`src/rtl/input_conditioner_array_pkg.sv`:
```
// Shared defaults and per-channel output record for the input conditioner array.
// Latency and backpressure are defined by the modules that import this package.
package input_conditioner_array_pkg;

   localparam int DEF_CHANNELS     = 4;
   localparam int DEF_SYNC_STAGES  = 2;
   localparam int DEF_COUNTERWIDTH = 3;
   localparam int DEF_WAITTIME     = 3;
   localparam int DEF_HOLDWIDTH    = 8;
   localparam int DEF_HOLDTIME     = 200;

   typedef struct packed {
      logic conditioned;
      logic positiveedge;
      logic negativeedge;
      logic held;
   } chan_out_t;

endpackage

```
`src/rtl/input_conditioner_array_if.sv`:
```
// Pad-side inputs and conditioned outputs of the array, one bit per channel.
// Latency: none (wiring only); backpressure: none, levels and pulses only.
interface input_conditioner_array_if #(
   parameter int CHANNELS = 4
);
   logic [CHANNELS-1:0] noisysignal;
   logic [CHANNELS-1:0] invert;
   logic [CHANNELS-1:0] conditioned;
   logic [CHANNELS-1:0] positiveedge;
   logic [CHANNELS-1:0] negativeedge;
   logic [CHANNELS-1:0] held;
   logic                anyedge;

   modport master (
      output noisysignal, invert,
      input  conditioned, positiveedge, negativeedge, held, anyedge
   );

   modport slave (
      input  noisysignal, invert,
      output conditioned, positiveedge, negativeedge, held, anyedge
   );
endinterface

```
`src/rtl/input_conditioner_array_channel.sv`:
```
// One channel: synchroniser, debounce, 1-clk edge pulses and long-press held flag.
// Latency SYNC_STAGES+WAITTIME clks from capture to output; no backpressure.
module input_conditioner_array_channel
   import input_conditioner_array_pkg::*;
#(
   parameter int SYNC_STAGES  = DEF_SYNC_STAGES,
   parameter int COUNTERWIDTH = DEF_COUNTERWIDTH,
   parameter int WAITTIME     = DEF_WAITTIME,
   parameter int HOLDWIDTH    = DEF_HOLDWIDTH,
   parameter int HOLDTIME     = DEF_HOLDTIME
) (
   input  logic      clk,
   input  logic      rst_n,
   input  logic      noisysignal,
   input  logic      invert,
   output chan_out_t q
);
   localparam logic [COUNTERWIDTH-1:0] WAIT_C = COUNTERWIDTH'(WAITTIME);
   localparam logic [HOLDWIDTH-1:0]    HOLD_C = HOLDWIDTH'(HOLDTIME);

   logic [SYNC_STAGES-1:0]  sync;
   logic [COUNTERWIDTH-1:0] cnt;
   logic [HOLDWIDTH-1:0]    holdcnt;
   logic                    s;
   logic                    falling;

   // Polarity is applied after the synchroniser so a change of invert debounces like any input change.
   assign s       = sync[SYNC_STAGES-1] ^ invert;
   assign falling = (s != q.conditioned) && (cnt == WAIT_C) && !s;

   always_ff @(posedge clk or negedge rst_n) begin
      if (!rst_n) begin
         sync    <= '0;
         cnt     <= '0;
         holdcnt <= '0;
         q       <= '0;
      end else begin
         sync           <= {sync[SYNC_STAGES-2:0], noisysignal};
         q.positiveedge <= 1'b0;
         q.negativeedge <= 1'b0;

         if (s == q.conditioned) begin
            cnt <= '0;
         end else if (cnt == WAIT_C) begin
            cnt            <= '0;
            q.conditioned  <= s;
            q.positiveedge <= s;
            q.negativeedge <= !s;
         end else begin
            cnt <= cnt + 1'b1;
         end

         // held must drop on the very edge that drops conditioned, hence the look-ahead on falling.
         if (falling || !q.conditioned) begin
            holdcnt <= '0;
            q.held  <= 1'b0;
         end else if (!q.held) begin
            if (holdcnt == HOLD_C) begin
               q.held <= 1'b1;
            end else begin
               holdcnt <= holdcnt + 1'b1;
            end
         end
      end
   end
endmodule

```
`src/rtl/input_conditioner_array.sv`:
```
// Array of independent input conditioners plus the aggregate anyedge interrupt/wake line.
// Latency SYNC_STAGES+WAITTIME clks per channel, anyedge adds none; no backpressure.
module input_conditioner_array
   import input_conditioner_array_pkg::*;
#(
   parameter int CHANNELS     = DEF_CHANNELS,
   parameter int SYNC_STAGES  = DEF_SYNC_STAGES,
   parameter int COUNTERWIDTH = DEF_COUNTERWIDTH,
   parameter int WAITTIME     = DEF_WAITTIME,
   parameter int HOLDWIDTH    = DEF_HOLDWIDTH,
   parameter int HOLDTIME     = DEF_HOLDTIME
) (
   input logic                        clk,
   input logic                        rst_n,
   input_conditioner_array_if.slave   bus
);
   logic [CHANNELS-1:0] cond;
   logic [CHANNELS-1:0] pos;
   logic [CHANNELS-1:0] neg;
   logic [CHANNELS-1:0] hld;

   for (genvar i = 0; i < CHANNELS; i++) begin : g_ch
      chan_out_t o;

      input_conditioner_array_channel #(
         .SYNC_STAGES  (SYNC_STAGES),
         .COUNTERWIDTH (COUNTERWIDTH),
         .WAITTIME     (WAITTIME),
         .HOLDWIDTH    (HOLDWIDTH),
         .HOLDTIME     (HOLDTIME)
      ) u_ch (
         .clk         (clk),
         .rst_n       (rst_n),
         .noisysignal (bus.noisysignal[i]),
         .invert      (bus.invert[i]),
         .q           (o)
      );

      assign cond[i] = o.conditioned;
      assign pos[i]  = o.positiveedge;
      assign neg[i]  = o.negativeedge;
      assign hld[i]  = o.held;
   end

   assign bus.conditioned  = cond;
   assign bus.positiveedge = pos;
   assign bus.negativeedge = neg;
   assign bus.held         = hld;
   // Pulses are already registered, so the OR keeps anyedge in the same cycle as them.
   assign bus.anyedge      = |(pos | neg);
endmodule
```
`src/flat_wrapper.sv`:
```
// flat-port wrapper written by rule: the top's interface ports become plain ports
module input_conditioner_array_flat import input_conditioner_array_pkg::*;
#(
   parameter int CHANNELS     = DEF_CHANNELS,
   parameter int SYNC_STAGES  = DEF_SYNC_STAGES,
   parameter int COUNTERWIDTH = DEF_COUNTERWIDTH,
   parameter int WAITTIME     = DEF_WAITTIME,
   parameter int HOLDWIDTH    = DEF_HOLDWIDTH,
   parameter int HOLDTIME     = DEF_HOLDTIME
)
  (clk, rst_n, bus_noisysignal, bus_invert, bus_conditioned, bus_positiveedge, bus_negativeedge, bus_held, bus_anyedge);
  input_conditioner_array_if #(.CHANNELS(CHANNELS)) bus_i ();
  input logic clk;
  input logic rst_n;
  input wire logic [$bits(bus_i.noisysignal)-1:0] bus_noisysignal;
  input wire logic [$bits(bus_i.invert)-1:0] bus_invert;
  output wire logic [$bits(bus_i.conditioned)-1:0] bus_conditioned;
  output wire logic [$bits(bus_i.positiveedge)-1:0] bus_positiveedge;
  output wire logic [$bits(bus_i.negativeedge)-1:0] bus_negativeedge;
  output wire logic [$bits(bus_i.held)-1:0] bus_held;
  output wire logic [$bits(bus_i.anyedge)-1:0] bus_anyedge;
  assign bus_i.noisysignal = bus_noisysignal;
  assign bus_i.invert = bus_invert;
  assign bus_conditioned = bus_i.conditioned;
  assign bus_positiveedge = bus_i.positiveedge;
  assign bus_negativeedge = bus_i.negativeedge;
  assign bus_held = bus_i.held;
  assign bus_anyedge = bus_i.anyedge;
  input_conditioner_array #(.CHANNELS(CHANNELS), .SYNC_STAGES(SYNC_STAGES), .COUNTERWIDTH(COUNTERWIDTH), .WAITTIME(WAITTIME), .HOLDWIDTH(HOLDWIDTH), .HOLDTIME(HOLDTIME)) u_core (.clk(clk), .rst_n(rst_n), .bus(bus_i));
endmodule
```
`config.mk`:
```
export PLATFORM = sky130hd
export DESIGN_NAME = input_conditioner_array_flat
export DESIGN_NICKNAME = d
export VERILOG_FILES = /design/src/rtl/input_conditioner_array_pkg.sv /design/src/rtl/input_conditioner_array_if.sv /design/src/rtl/input_conditioner_array_channel.sv /design/src/rtl/input_conditioner_array.sv /design/src/flat_wrapper.sv
export SDC_FILE = /design/constraint.sdc
export NUM_CORES = 1
export LEC_CHECK = 0
export CAP_MARGIN = 20
export CORE_MARGIN = 2
export CORE_UTILIZATION = 57
export DETAILED_ROUTE_END_ITERATION = 12
export GPL_TIMING_DRIVEN = 0
export MAX_ROUTING_LAYER = met4
export PLACE_DENSITY = 0.86
export SLEW_MARGIN = 20
export SYNTH_ARGS = -nofsm -noshare
export SYNTH_HDL_FRONTEND = slang
export SYNTH_SLANG_ARGS = --single-unit
```
`constraint.sdc`:
```
create_clock -name clk -period 1.8 [get_ports clk]
set_clock_uncertainty 0.1 [all_clocks]
set_input_delay 0.18 -clock clk [delete_from_list [all_inputs] [get_ports clk]]
set_output_delay 0.18 -clock clk [all_outputs]
set_load 0.02 [all_outputs]
```
=== Word level (Yosys, flattened, before mapping) ===
Index checks and enable logic that the tools add are counted.

* Flip-flop bits (word level): 68
* Output and inout port bits: 17
* Word-level logic and storage cells: 138

* Add/sub/neg operators: 8
* Eq/ne operators: 24
* Mux-type cells: 40
* Bitwise operators: 9
* Reductions and logical operators: 29

{| class="wikitable"
|+ Operators with widths
! kind !! count
|-
| 8-bit two-way mux || 12
|-
| 8-bit by 1-bit adder with 8-bit output (second input constant) || 4
|-
| 8-bit == test (second input constant) || 4
|-
| 3-bit two-way mux || 8
|-
| 2-bit two-way mux || 8
|-
| 2-bit AND reduction || 8
|-
| 3-bit by 1-bit adder with 3-bit output (second input constant) || 4
|-
| 3-bit by 2-bit == test with 1-bit output (second input constant) || 4
|-
| 1-bit two-way mux || 12
|-
| 1-bit logical AND || 8
|-
| 1-bit logical NOT || 8
|-
| 2-bit by 1-bit inequality test with 1-bit output (second input constant) || 4
|-
| 2-bit inequality test (second input constant) || 4
|-
| 1-bit == test || 4
|-
| 1-bit logical OR || 4
|-
| 1-bit inequality test || 4
|-
| 1-bit NOT || 4
|-
| 4-bit bitwise OR || 1
|-
| 4-bit OR reduction || 1
|-
| 1-bit XOR || 4
|}

=== Logic depth before layout (Yosys ltp) ===
* Word-level depth: 7
* Depth in mapped cells: 5

=== By module ===
From an unflattened synthesis, not the netlist that was laid out.

* Cell total of the unflattened synthesis: 283
* Area total of the unflattened synthesis: 3204.3 µm²

{| class="wikitable"
|+ Modules (own cells, without submodules)
! module !! instances !! cells each !! area each (µm²) !! seq. area each (µm²)
|-
| input_conditioner_array_channel || 4 || 70 || 797.0 || 425.4
|-
| input_conditioner_array || 1 || 3 || 16.3 || 0.0
|}

=== Worst setup path before layout ===
Ideal clock, no wire load.

* Path kind: register to register
* Start: register u_core.g_ch[1].u_ch.holdcnt[0]
* End: register u_core.g_ch[1].u_ch.holdcnt[0]
* Library setup time: 0.079 ns
* Arrival time: 1.308 ns
* Setup slack: 0.313 ns
* Stages on the path, launching flop included: 6
* Clock period less this slack: 1.487 ns
* Cells stage by stage: dfrtp_1 > inv_1 > ha_1 > and4b_1 > a31oi_1 > mux2i_1

* Cells in the longest elaborated chain, start to end: 4

{| class="wikitable"
|+ Ends and longest elaborated chain
! item !! line !! source
|-
| start: declaration || input_conditioner_array_channel.sv:23 || <nowiki>logic [HOLDWIDTH-1:0] holdcnt;</nowiki>
|-
| start signal: assignment || input_conditioner_array_channel.sv:61 || <nowiki>holdcnt <= holdcnt + 1'b1;</nowiki>
|-
| 8-bit by 1-bit adder with 8-bit output || input_conditioner_array_channel.sv:61 ||
|-
| 8-bit two-way mux || input_conditioner_array_channel.sv:58 || <nowiki>if (holdcnt == HOLD_C) begin</nowiki>
|-
| 8-bit two-way mux || input_conditioner_array_channel.sv:57 || <nowiki>end else if (!q.held) begin</nowiki>
|-
| 8-bit two-way mux || input_conditioner_array_channel.sv:54 || <nowiki>if (falling || !q.conditioned) begin</nowiki>
|}

Parallel ways exist; a longest one is shown, timed or not. The select of a mux whose other input is x is not followed.
A chain may end at the register's enable or synchronous reset.

=== Worst setup path in the final report ===
* Start: register u_core.g_ch[3].u_ch.holdcnt[0]
* End: register u_core.g_ch[3].u_ch.holdcnt[1]

* Cells in the longest elaborated chain, start to end: 4

{| class="wikitable"
|+ Ends and longest elaborated chain
! item !! line
|-
| start: declaration || input_conditioner_array_channel.sv:23
|-
| start signal: assignment || input_conditioner_array_channel.sv:61
|-
| 8-bit by 1-bit adder with 8-bit output || input_conditioner_array_channel.sv:61
|-
| 8-bit two-way mux || input_conditioner_array_channel.sv:58
|-
| 8-bit two-way mux || input_conditioner_array_channel.sv:57
|-
| 8-bit two-way mux || input_conditioner_array_channel.sv:54
|}

Parallel ways exist; a longest one is shown, timed or not. The select of a mux whose other input is x is not followed.

==> metrics.yaml <==
firstDrtPassIters: 4
grt_overflow: 0
power_w: 0.00451
cts_buffers: 9
synth_cell_types: 31
min_path_type: "input pin to flip-flop"
yosysSeqAreaShare_pct: 54.6
cts-root-buf: "clkbuf_8"
clk_pin_slew_ns: 0.07
num_rows: 26
gp_congestion: 0.835
post_cts_buffers: 0
die_y_um: 77.9
synth_area_um2: 3120
slowest_stage: "dfrtp_1"
synth_area_leaders: "dfrtp_1 55%, ha_1 4.8%, o211ai_1 3.9%, nor2_1 3.5%, nand4b_1 3.1%"
clk_latency_ns: 0.33
finalMaxSlewViolations: 0
power_leakage_nw: 1.61
drive_gt1_share_pct: 6.79
via_per_inst: 5.61
hold_viol: 0
whs_ns: 0.182
ys_warn_count: 0
run_status: "complete, no violations"
start_util_pct: 59.9
synth_nets: 305
slew_headroom_pct: 63.8
cp.required_ns: 1.96
cts-htree-levels: 3
worst-setup-path-type: "flip-flop to flip-flop"
r2r-end: "u_core.g_ch[3].u_ch.holdcnt[1]"
wl_per_cell_um: 14.0
reg2reg_slack_ns: 0.13
path_cells: "inv_1, ha_1, and4_1, a21oi_1, mux2i_1"
cts_tree: "built"
period_share_pct: 92.7
max_freq_mhz: 599
grt_pass1_wl_um: 9710
grt_max_degree: 37
max_stage_delay_ns: 0.45
syn_avg_cell_area_um2: 11.0
wirelength_um: 5530
yosys.area.top_type: "dfrtp_1"
antenna_cells: 0
netlist_instances: 283
coreArea_um2: 5200
max-vdd-ir-drop_v: 0.000987
rsz0062_at_grt: "false"
fin_crit_ns: 1.67
grt_pass1_vias: 2230
critPathTopFamily: "flip-flops"
io_pins: 27
vias: 2209
track_usage_pct: 21.0
area_delta_synth_final_pct: 18.0
arrival_ns: 1.83
final_nets: 344
hold_path_startpoint: "bus_noisysignal[2]"
drc: 0
maxCapViolCount: 0
clockBufferDepth: 2
hold_depth: 1
finalSetupViolations: 0
antenna_found_initial: 0
cts.sinks: 68
ys_ff_latch: 68
r2r_start: "u_core.g_ch[3].u_ch.holdcnt[0]"
min_to: "u_core.g_ch[2].u_ch.sync[0]"
cp_max_fo: 6
end_kind: "flip-flop"
dieArea_um2: 6070
drt_iter0_drc: 112
place_hpwl_um: 3880
worst-path-buf-inv: 1
tightestPinTransition_ns: 0.539
die_w_um: 77.9
cp-start-kind: "flip-flop"
antenna_left: 0
portBuffers: 26
synth_top_area_share_pct: 54.6
rr_worst_depth: 5
power.density_nw_per_um2: 1230
[repair_timing]
| action | CTS | global route |
|---|---|---|
| setup endpoints to repair | 1 | 3 |
| resized for setup | 3 | 2 |
| endpoints found under the hold margin | 32 | 0 |
| hold buffers | 1 | 0 |
| cloned | 0 | 0 |
[placed cells by master (no fill, tap or decap), drive strengths merged, types with 4 or more instances in the layout]
| cell | count |
|---|---|
| or3 | 12 |
| inv | 10 |
| o21ai | 16 |
| xor2 | 12 |
| nand4 | 4 |
| nand2 | 14 |
| o211ai | 16 |
| clkdlybuf4s50 | 24 |
| dfrtp | 68 |
| and2 | 4 |
| nor2 | 29 |
| nor3 | 5 |
| nand4b | 11 |
| nand2b | 7 |
| nor2b | 4 |
| a21oi | 17 |
| xnor2 | 5 |
| nor3b | 9 |
| clkbuf | 16 |
| mux2i | 8 |
| ha | 12 |
[how the worst max path moves through the flow]
stage	start	end	cells after the start
6_report	u_core.g_ch[3].u_ch.holdcnt[0]	u_core.g_ch[3].u_ch.holdcnt[1]	5
5_1_grt	u_core.g_ch[1].u_ch.cnt[0]	u_core.g_ch[1].u_ch.holdcnt[7]	5
4_1_cts	u_core.g_ch[0].u_ch.q[1]	bus_anyedge	3
3_5_place_dp	bus_invert[3]	u_core.g_ch[3].u_ch.holdcnt[2]	4
3_3_place_gp	rst_n	u_core.g_ch[3].u_ch.holdcnt[4]	1
2_1_floorplan	u_core.g_ch[1].u_ch.holdcnt[0]	u_core.g_ch[1].u_ch.holdcnt[0]	5
[cells by family (layout without fill, tap and decap cells)]
family / after synthesis / in the layout / synth area share [%]
simple gates: 107 / 107 / 19.5
flops: 68 / 68 / 54.6
compound gates: 56 / 56 / 11.0
xor+xnor: 17 / 17 / 5.74
buf+inv: 15 / 56 / 1.81
fa+ha+maj: 12 / 12 / 4.82
mux: 8 / 8 / 2.57
[report_power, final]
group | switching, W | internal, W | leakage (nW) | total, W
clock network | 0.000528 | 0.000650 | 0.0939 | 0.00118
logic | 0.000762 | 0.000546 | 0.614 | 0.00131
registers | 0.000236 | 0.00179 | 0.899 | 0.00203
total | 0.00153 | 0.00299 | 1.61 | 0.00451
[stage by stage]
step / area (µm²) / setup WS, ns / utilization [%] / setup TNS, ns / std cells
finish: 3680 / 0.131 / 70.6 / 0 / 394
global route: 3680 / 0.0296 / 70.6 / 0 / 394
CTS: 3670 / 0.0106 / 70.6 / 0 / 394
detailed placement: 3480 / 0.0482 / 66.9 / 0 / 380
global placement: 3460 / -1.75 / 66.5 / -118.54 / 379
floorplan: 3120 / 0.313 / - / 0 / 283
[cells in the mapped netlist]
cell type	n
xor2_1	8
nor2_1	29
nand3b_1	1
mux2i_1	8
inv_1	10
o21ai_1	4
a21oi_1	17
or3_1	12
and2_1	4
and3b_1	1
nor2b_1	4
o21ai_0	12
nand4b_1	11
nand3_1	1
ha_1	12
a311o_1	3
nand4_1	4
and4b_1	2
nor4_1	2
xnor2_1	5
nor3_1	5
a31oi_1	3
a211oi_1	1
nand2_1	14
nor3b_1	9
xor2_2	4
clkbuf_1	5
dfrtp_1	68
o211ai_1	16
and4_1	1
nand2b_1	7
[sequential cells by signal (all words and copies together) (netlist names)]
register                  count
u_core.g_ch.u_ch.cnt         12
u_core.g_ch.u_ch.q           16
u_core.g_ch.u_ch.holdcnt     32
u_core.g_ch.u_ch.sync         8
[area by class of cell]
type                    count  area (µm²)
plain buffers               5        18.8
clock buffers              10         138
clock inverters             3        40.0
fillers                   389        1530
inverters                  10        37.5
multi-input cells         200        1370
flip-flops and latches     68        1700
well taps                  70        87.6
repair buffers             28         283
[layer usage]
layer	GRT usage (%)	routed length, µm
met4	5.96	47
met3	6.05	222
met1	27.6	2640
met2	32.2	2620
met5	-	0
No activity file was read; power rests on OpenSTA's default activity.
